--- src/rtl/jt12_bus_pkg.sv ---
`default_nettype none
// ============================================================================
//  Module  : jt12_bus_pkg
//  Purpose : Shared types and constants for the jt12 CPU-side bus master.
//            State encoding, chip address constants, the latched command
//            record and a helper that forms the 2-bit chip address.
//  Ports   : none (package)
//  Rev     : 1.0  initial release
// ============================================================================
package jt12_bus_pkg;

    typedef enum logic [2:0] {
        IDLE = 3'd0,
        POLL = 3'd1,
        AWR  = 3'd2,
        AGAP = 3'd3,
        DWR  = 3'd4,
        DGAP = 3'd5,
        WAIT = 3'd6
    } state_t;

    localparam logic [1:0] ADDR_REG0 = 2'd0;
    localparam logic [1:0] ADDR_DAT0 = 2'd1;
    localparam logic [1:0] ADDR_REG1 = 2'd2;
    localparam logic [1:0] ADDR_DAT1 = 2'd3;

    typedef struct packed {
        logic        part;
        logic [7:0]  regnum;
        logic [7:0]  val;
        logic [15:0] wait_n;
    } cmd_t;

    // Chip address for a given bank and phase (0 = register, 1 = data).
    function automatic logic [1:0] bus_addr(input logic part, input logic data);
        if (part) return data ? ADDR_DAT1 : ADDR_REG1;
        else      return data ? ADDR_DAT0 : ADDR_REG0;
    endfunction

endpackage
`default_nettype wire

--- src/rtl/jt12_bus_edge.sv ---
`default_nettype none
// ============================================================================
//  Module  : jt12_bus_edge
//  Purpose : Rising-edge detector on the sample strobe plus a 16-bit edge
//            counter used while the master waits after a write.
//  Ports   : clk, rst         - clock, async active-high reset
//            snd_sample_i     - sample strobe from the FM core
//            count_en_i       - 1 = count edges, 0 = hold counter at zero
//            count_o          - number of rising edges seen while enabled
//  Rev     : 1.0  initial release
// ============================================================================
module jt12_bus_edge (
    input  logic        clk,
    input  logic        rst,
    input  logic        snd_sample_i,
    input  logic        count_en_i,
    output logic [15:0] count_o
);

    logic        sample_q;
    logic [15:0] count_q;
    logic        rise;

    // Edge detection runs every clk; it is deliberately not cen-gated.
    assign rise = snd_sample_i & ~sample_q;

    always_ff @(posedge clk or posedge rst) begin
        if (rst) begin
            sample_q <= 1'b0;
            count_q  <= 16'd0;
        end else begin
            sample_q <= snd_sample_i;
            if (!count_en_i)
                count_q <= 16'd0;
            else if (rise && (count_q != 16'hFFFF))
                count_q <= count_q + 16'd1;
        end
    end

    assign count_o = count_q;

endmodule
`default_nettype wire

--- src/rtl/jt12_bus_master.sv ---
`default_nettype none
// ============================================================================
//  Module  : jt12_bus_master
//  Purpose : CPU-side bus initiator for jt12_top. Accepts register-write
//            commands on a valid/ready stream, optionally polls the busy
//            flag, performs the address and data write phases and can wait
//            a number of sample strobes before completing.
//  Ports   : clk, rst, cen            - clock, async reset, clock enable
//            cmd_valid/cmd_ready      - command handshake
//            cmd_part/reg/val/wait    - command fields
//            snd_sample               - sample strobe from the core
//            addr/din/cs_n/wr_n       - chip write pins (registered)
//            dout                     - chip status, bit 7 = busy
//            done                     - one-clk completion pulse
//            timeout_err              - sticky busy-poll timeout flag
//  Rev     : 1.0  initial release
// ============================================================================
module jt12_bus_master
    import jt12_bus_pkg::*;
#(
    parameter int unsigned WR_PULSE = 2,
    parameter int unsigned GAP      = 1,
    parameter int unsigned USE_BUSY = 1,
    parameter int unsigned BUSY_TO  = 255
) (
    input  logic        clk,
    input  logic        rst,
    input  logic        cen,
    input  logic        cmd_valid,
    output logic        cmd_ready,
    input  logic        cmd_part,
    input  logic [7:0]  cmd_reg,
    input  logic [7:0]  cmd_val,
    input  logic [15:0] cmd_wait,
    input  logic        snd_sample,
    output logic [1:0]  addr,
    output logic [7:0]  din,
    output logic        cs_n,
    output logic        wr_n,
    input  logic [7:0]  dout,
    output logic        done,
    output logic        timeout_err
);

    localparam logic [7:0] PULSE_LAST = 8'(WR_PULSE - 1);
    localparam logic [7:0] GAP_LAST   = 8'(GAP - 1);
    localparam logic [7:0] BUSY_LAST  = 8'(BUSY_TO);

    state_t      state_q, state_d;
    logic [7:0]  tick_q,  tick_d;
    cmd_t        cmd_q,   cmd_d;
    logic [1:0]  addr_q,  addr_d;
    logic [7:0]  din_q,   din_d;
    logic        cs_n_q,  cs_n_d;
    logic        wr_n_q,  wr_n_d;
    logic        done_q,  done_d;
    logic        tout_q,  tout_d;
    logic [15:0] wait_cnt;
    logic        unused_dout;

    // Only the busy flag of the status byte matters here.
    assign unused_dout = ^dout[6:0];

    jt12_bus_edge u_edge (
        .clk          (clk),
        .rst          (rst),
        .snd_sample_i (snd_sample),
        .count_en_i   (state_q == WAIT),
        .count_o      (wait_cnt)
    );

    always_ff @(posedge clk or posedge rst) begin
        if (rst) begin
            state_q <= IDLE;
            tick_q  <= 8'd0;
            cmd_q   <= '0;
            addr_q  <= 2'd0;
            din_q   <= 8'd0;
            cs_n_q  <= 1'b1;
            wr_n_q  <= 1'b1;
            done_q  <= 1'b0;
            tout_q  <= 1'b0;
        end else begin
            state_q <= state_d;
            tick_q  <= tick_d;
            cmd_q   <= cmd_d;
            addr_q  <= addr_d;
            din_q   <= din_d;
            cs_n_q  <= cs_n_d;
            wr_n_q  <= wr_n_d;
            done_q  <= done_d;
            tout_q  <= tout_d;
        end
    end

    // Next-state logic. Acceptance and the WAIT exit are clocked by clk
    // alone; every bus-timing phase advances only on cen ticks.
    always_comb begin
        state_d = state_q;
        tick_d  = tick_q;
        cmd_d   = cmd_q;
        tout_d  = tout_q;
        case (state_q)
            IDLE: begin
                if (cmd_valid) begin
                    cmd_d.part   = cmd_part;
                    cmd_d.regnum = cmd_reg;
                    cmd_d.val    = cmd_val;
                    cmd_d.wait_n = cmd_wait;
                    state_d      = (USE_BUSY != 0) ? POLL : AWR;
                    tick_d       = 8'd0;
                end
            end
            POLL: begin
                if (cen) begin
                    if (!dout[7]) begin
                        state_d = AWR;
                        tick_d  = 8'd0;
                    end else if ((tick_q + 8'd1) == BUSY_LAST) begin
                        // Give up waiting and write anyway; flag it.
                        tout_d  = 1'b1;
                        state_d = AWR;
                        tick_d  = 8'd0;
                    end else begin
                        tick_d  = tick_q + 8'd1;
                    end
                end
            end
            AWR: begin
                if (cen) begin
                    if (tick_q == PULSE_LAST) begin
                        state_d = AGAP;
                        tick_d  = 8'd0;
                    end else begin
                        tick_d  = tick_q + 8'd1;
                    end
                end
            end
            AGAP: begin
                if (cen) begin
                    if (tick_q == GAP_LAST) begin
                        state_d = DWR;
                        tick_d  = 8'd0;
                    end else begin
                        tick_d  = tick_q + 8'd1;
                    end
                end
            end
            DWR: begin
                if (cen) begin
                    if (tick_q == PULSE_LAST) begin
                        state_d = DGAP;
                        tick_d  = 8'd0;
                    end else begin
                        tick_d  = tick_q + 8'd1;
                    end
                end
            end
            DGAP: begin
                if (cen) begin
                    if (tick_q == GAP_LAST) begin
                        state_d = (cmd_q.wait_n != 16'd0) ? WAIT : IDLE;
                        tick_d  = 8'd0;
                    end else begin
                        tick_d  = tick_q + 8'd1;
                    end
                end
            end
            WAIT: begin
                if (wait_cnt == cmd_q.wait_n)
                    state_d = IDLE;
            end
            default: begin
                state_d = IDLE;
            end
        endcase
    end

    // Pin values are a function of the state being entered, so the pins
    // change on the same edge as the state and stay put while cen is low.
    always_comb begin
        addr_d = addr_q;
        din_d  = din_q;
        cs_n_d = 1'b1;
        wr_n_d = 1'b1;
        case (state_d)
            POLL: begin
                cs_n_d = 1'b0;
                addr_d = bus_addr(cmd_d.part, 1'b0);
            end
            AWR: begin
                cs_n_d = 1'b0;
                wr_n_d = 1'b0;
                addr_d = bus_addr(cmd_d.part, 1'b0);
                din_d  = cmd_d.regnum;
            end
            DWR: begin
                cs_n_d = 1'b0;
                wr_n_d = 1'b0;
                addr_d = bus_addr(cmd_d.part, 1'b1);
                din_d  = cmd_d.val;
            end
            default: begin
            end
        endcase
        done_d = (state_d == IDLE) && (state_q != IDLE);
    end

    assign cmd_ready   = (state_q == IDLE);
    assign addr        = addr_q;
    assign din         = din_q;
    assign cs_n        = cs_n_q;
    assign wr_n        = wr_n_q;
    assign done        = done_q;
    assign timeout_err = tout_q;

endmodule
`default_nettype wire

--- config.mk ---
export PLATFORM = sky130hd
export DESIGN_NAME = jt12_bus_master
export DESIGN_NICKNAME = d
export VERILOG_FILES = /design/src/rtl/jt12_bus_pkg.sv /design/src/rtl/jt12_bus_edge.sv /design/src/rtl/jt12_bus_master.sv
export SDC_FILE = /design/constraint.sdc
export NUM_CORES = 1
export LEC_CHECK = 0
export BUFFER_PORTS_ARGS = -buffer_cell sky130_fd_sc_hd__buf_2
export CORE_UTILIZATION = 60
export CTS_CLUSTER_SIZE = 24
export DETAILED_ROUTE_END_ITERATION = 10
export GPL_TIMING_DRIVEN = 1
export PLACE_DENSITY = 0.83
export SYNTH_ARGS = -nofsm -noshare
export SYNTH_HDL_FRONTEND = slang
export SYNTH_HIERARCHICAL = 1
export SYNTH_SLANG_ARGS = --single-unit
--- constraint.sdc ---
create_clock -name clk -period 5.5 [get_ports clk]
set_clock_uncertainty 0.05 [all_clocks]
set_input_delay 0.55 -clock clk [delete_from_list [all_inputs] [get_ports clk]]
set_output_delay 0.55 -clock clk [all_outputs]
set_load 0.005 [all_outputs]
-- Yosys cells after proc, flatten, opt, wreduce, memory -nomap -nowiden
Index checks and enable logic that the tools add are counted.
- flip-flop bits (word level): 75
- output and inout port bits: 15
- add/sub/neg operators: 2
- eq/ne operators: 18
- mux-type cells: 34
- bitwise gates (word level): 2
- reductions and logical operators: 18
- operators with widths (operator ; count):
    2-to-1 mux 33 bit ; 2
    2-to-1 mux 8 bit ; 8
    2-to-1 mux 3 bit ; 14
    2-to-1 mux 16 bit ; 2
    case mux 8 bit (4 select lines) ; 1
    case mux 3 bit (7 select lines) ; 1
    adder 16 x 1 -> 16 bit, second input constant ; 1
    equality test 16 bit ; 1
    != test 16 bit, second input constant ; 1
    case mux 8 bit (2 select lines) ; 1
    nonzero test 16 bit ; 1
    equality test 3 bit, second input constant ; 4
    equality test 3 x 2 -> 1 bit, second input constant ; 3
    adder 8 x 1 -> 8 bit, second input constant ; 1
    equality test 8 x 1 -> 1 bit, second input constant ; 1
    equality test 8 bit, second input constant ; 1
    zero test 8 bit ; 1
    OR reduction 2 bit ; 4
    equality test 3 x 1 -> 1 bit, second input constant ; 2
    zero test 3 bit ; 2
    != test 2 bit, second input constant ; 3
    AND reduction 5 bit ; 1
    2-to-1 mux 2 bit ; 2
    != test 2 x 1 -> 1 bit, second input constant ; 2
    other kinds (11) ; 14

-- Logic depth before layout (Yosys ltp)
- depth in word-level cells: 9
- mapped depth: 11
- gate-level depth less buffers: 9

-- Hierarchy
The synthesis kept the hierarchy.
- by module, submodules not included (module ; times used ; cells each ; area an instance (µm²) ; sequential area each (µm²)):
    jt12_bus_master ; 1 ; 270 ; 3078.0 ; 1453.9
    jt12_bus_edge ; 1 ; 108 ; 974.7 ; 425.4

-- Worst setup path after synthesis
OpenSTA, ideal clock, no wires.
- kind: reg-to-reg
- start: reg tick_q[2]
- end: reg din_q[0], in the netlist din[0]
- library setup time: 0.126 ns
- data arrival time: 2.550 ns
- required time: 5.324 ns
- setup slack: 2.774 ns
- cell stages (with the launch flop): 8
- path through: dfrtp_1 -> buf_6 -> or4_4 -> or3_1 -> a311oi_2 -> nor4b_4 -> a21oi_4 -> a221o_1
- cells in the longest elaborated chain, start to end: 8
- elaborated cells on any way between the ends: 20
- those cells by class: add/sub: 1; eq/ne: 4; mux: 13; reduce/logical: 2
- RTL lines (what ; RTL line ; source):
    start, declared ; jt12_bus_master.sv:50 ; logic [7:0] tick_q, tick_d;
    start signal, assigned ; jt12_bus_master.sv:85 ; tick_q <= tick_d;
    adder 8 x 1 -> 8 bit ; jt12_bus_master.sv:119 ; end else if ((tick_q + 8'd1) == BUSY_LAST) begin
    equality test 8 bit ; jt12_bus_master.sv:119 ;
    2-to-1 mux 3 bit ; jt12_bus_master.sv:119 ;
    2-to-1 mux 3 bit ; jt12_bus_master.sv:116 ; if (!dout[7]) begin
    2-to-1 mux 3 bit ; jt12_bus_master.sv:115 ; if (cen) begin
    case mux 3 bit (7 select lines) * ; jt12_bus_master.sv:103 ; case (state_q)
    equality test 3 bit or equality test 3 x 2 -> 1 bit (tied branches) ; jt12_bus_master.sv:186 ; case (state_d)
    case mux 8 bit (2 select lines) or nonzero test 2 bit (tied branches) ; - ;
    end signal, assigned ; jt12_bus_master.sv:88 ; din_q <= din_d;
    end, declared ; jt12_bus_master.sv:53 ; logic [7:0] din_q, din_d;
Every way passes the cells marked *; elsewhere a longest branch is shown, timed or not.
A chain may end at the register's enable or synchronous reset.

-- Worst setup path in the final report
- start: reg tick_q[2]
- end: reg din_q[7], in the netlist din[7]
The elaborated chain is that of the path after synthesis.

==> results.md <==
- Lkg Pwr: 2.00 nW
- I/O Pins: 61
- Die Area: 7090 um^2
- Count leader, synth: dfrtp_1
- Switch share: 0.360
- Worst setup EP type: register
- Part of the power in registers: 0.396
- Critical Path RT: 5670 ps
- Avg Vias per Cell: 6.29
- PwrDens: 501 nW/um^2
- GRT Residual Overflow: 0
- Largest net degree at the start of global routing: 59
- Starting Density: 0.631
- Clock latency on the worst-skew pair: 340 ps
- Synthesized Nets: 429
- Clock slew at reported path FFs: 80 ps
- Area Growth Syn to Fin: 13.2%
- Die height: 84.2 um
- GRT Resource Usage Total: 0.269
- WL final: 8.77 mm
- DR DRC count: 2
- Nets: 481
- WHS: 251 ps
- Die width: 84.2 um
- Mapped Cells: 378
- Failing checks: design-rule violations
- Ratio of cells with drive above 1 in the final layout: 0.300
- Status: finished, violations left
- Clock root buffer master: clkbuf_8
- Cell Rows: 29
- Synth cell types: 68
- Reg area: 1880 um^2
- Hold Path Class: in2async
- Critical Path Max Stage Delay: 610 ps
- CTS sink cnt: 75
- CTS Buf Count: 9
- Primary FF master, synth: dfrtp_1
- Port Buffers: 53
- Worst slew pin tran: 1030 ps
- Biggest area consumer among synthesized cells: dfrtp_1
- Hold_buf cts: 0
- Clock Power Share: 0.201
- Drt initial violations: 309
- Fin crit share: 0.564
- Final Hold Fails: 0
- Max clock buf depth: 2
- Cell internal pwr: 1.47 mW
- Vias in the first global route: 3133
- CP max-delay cell: nor4b_4
- Crit path DAT: 3270 ps
- Normalized max-slew margin: 0.308
- Synth cell count leaders: dfrtp_1, mux2_2, nand2_1, xnor2_1, and3_1
- Setup TNS: 0 ps
- Final max-slew violation count: 0
- Cell breakdown of the critical path: or4_4, or3_1, a311oi_2, nor4b_4, a21oi_4, a221o_1
- Multi-input logic area: 2050 um^2
- CP Launch Type: register
- Mapped Area: 4050 um^2
- Register area share after synthesis: 0.464
- Syn avg cell area: 10.7 um^2
- Synth warn: 6
- Final ANT Viol Nets: 0
- Min Tclk post-route: 3100 ps
- NetSw: 827 uW
- Total iterations of the first detailed-routing run: 8
- Final Core Density: 0.714
- Flops & latches, synth: 75
- Ys async rst share: 1.00
- Drt wl/cell: 17.2 um
- Post-synth EDFFs: 0
- Fin cells: 511
- Placed insts: 496
- Crit Path Max Fanout: 10
- # resized after CTS: 0
- Setup Fix Bufs, Post-CTS: 0
- Layout fillers: 467
- CTS tree: built
- H-Tree Depth: 3
- Placer congestion estimate: 0.866
- Final HPWL DP: 6.27 mm
- First-pass GRT wire length: 15.0 mm
- Via count: 3214
- Area of the core: 6420 um^2
- Setup CP Type: reg2reg
- RSZ-0062 raised after global routing: false
- FMAX: 0.323 GHz
- Max Cap Viol: 0
- Area fraction of the dominant cell type after synthesis: 0.451
- Initial antenna violation count: 0
- Top cells by area, synth: dfrtp_1, mux2_2, xnor2_1
- Ant. Diodes: 0
- Gate power share: 0.403
- R2R cell count: 6
- Peak supply drop: 0.383 mV
- Setup violations, final: 0
==> cells in the final DEF (no fill, tap or decap), types with 3 or more instances in the layout <==
| master | count |
|---|---|
| dfrtp_1 | 73 |
| buf_2 | 53 |
| mux2_2 | 35 |
| nand2_1 | 30 |
| xnor2_1 | 18 |
| and3_1 | 14 |
| a21oi_1 | 13 |
| nor2_1 | 12 |
| nand4_1 | 12 |
| inv_1 | 11 |
| nand2b_1 | 10 |
| nor4_1 | 9 |
| clkbuf_8 | 9 |
| nand3_1 | 8 |
| a221o_1 | 8 |
| o21ai_0 | 8 |
| a31oi_1 | 8 |
| nor3_1 | 7 |
| or4_1 | 5 |
| ha_1 | 5 |
| or3_1 | 4 |
| a21o_1 | 4 |
| o22ai_1 | 4 |
| mux2i_1 | 4 |
| buf_4 | 4 |
| and4_2 | 3 |
| nor4b_1 | 3 |
| o21a_1 | 3 |
| a22o_1 | 3 |
| o31ai_1 | 3 |
==> sequential cells by signal, indices dropped and copies added (netlist names) <==
name,count
u_edge/sample_q,1
wr_n,1
addr,2
done,1
u_edge/count_o,16
timeout_err,1
tick_q,8
cs_n,1
din,8
state_q,3
cmd_q,33
==> cells by family (layout without fill, tap and decap cells) <==
kind of cell | Yosys count | after routing | synth area share
compound gates | 73 | 73 | 0.138
simple gates | 137 | 137 | 0.203
buf+inv | 29 | 85 | 0.0299
xor+xnor | 20 | 20 | 0.0432
mux | 39 | 39 | 0.107
fa+ha+maj | 5 | 5 | 0.0154
flops | 75 | 75 | 0.464
==> worst max-delay path: cells and delay by family (launching register included) <==
kind,cells,cell delay [ps]
and+or+nand+nor,3,1590
AOI/OAI and AO/OA,3,860
DFF,1,470
==> final timing paths <==
| check | from | endpoint | slack (ps) |
|---|---|---|---|
| hold reg to reg | timeout_err$_DFFE_PP0P_ | timeout_err$_DFFE_PP0P_ | 430 |
| setup / recovery | tick_q[2]$_DFFE_PP0P_ | din[7]$_DFFE_PP0N_ | 2400 |
| min in group clk | snd_sample | u_edge/sample_q$_DFF_PP0_ | 310 |
| max in group asynchronous | rst | cmd_q[13]$_DFFE_PP0P_ | 4550 |
| hold / removal | rst | u_edge/count_o[15]$_DFFE_PP0P_ | 250 |
| setup reg to reg | tick_q[2]$_DFFE_PP0P_ | din[7]$_DFFE_PP0N_ | 2400 |
==> layout make-up <==
class / instances / area share
timing repair buffer: 57 / 0.0644
clock inverter: 6 / 0.0196
inverter: 13 / 0.0106
sequential: 75 / 0.410
multi-input combinational: 274 / 0.447
clock buffer: 9 / 0.0270
tap: 77 / 0.0210
==> metal layers <==
layer / routed length, um / share of wire / global-route usage / vias up
met1: 3930 / 0.45 / 0.373 / 1568
met5: 0 / 0 / 0 / -
met4: 133 / 0.015 / 0.0956 / 0
li1: - / - / - / 1515
met3: 542 / 0.062 / 0.0600 / 14
met2: 4160 / 0.47 / 0.423 / 117
==> power by group through the flow <==
stage	clock [mW]	sequential, mW	combinational [mW]
after detailed placement	0	0.913	0.926
after global routing	0.487	0.933	1.03
after global placement	0	0.903	0.884
after floorplan	0	0.853	0.742
after CTS	0.472	0.907	0.929
final	0.462	0.909	0.926
==> stage by stage <==
| stage | power, mW | instance area, um^2 | worst slack (ps) |
|---|---|---|---|
| finish | 2.30 | 4590 | 2400 |
| global route | 2.45 | 4590 | 2270 |
| CTS | 2.31 | 4590 | 2420 |
| detailed placement | 1.84 | 4370 | 2330 |
| global placement | 1.79 | 4370 | 2390 |
| floorplan | 1.60 | 4050 | 2770 |
Note: power is estimated with default switching activity, not from simulation.
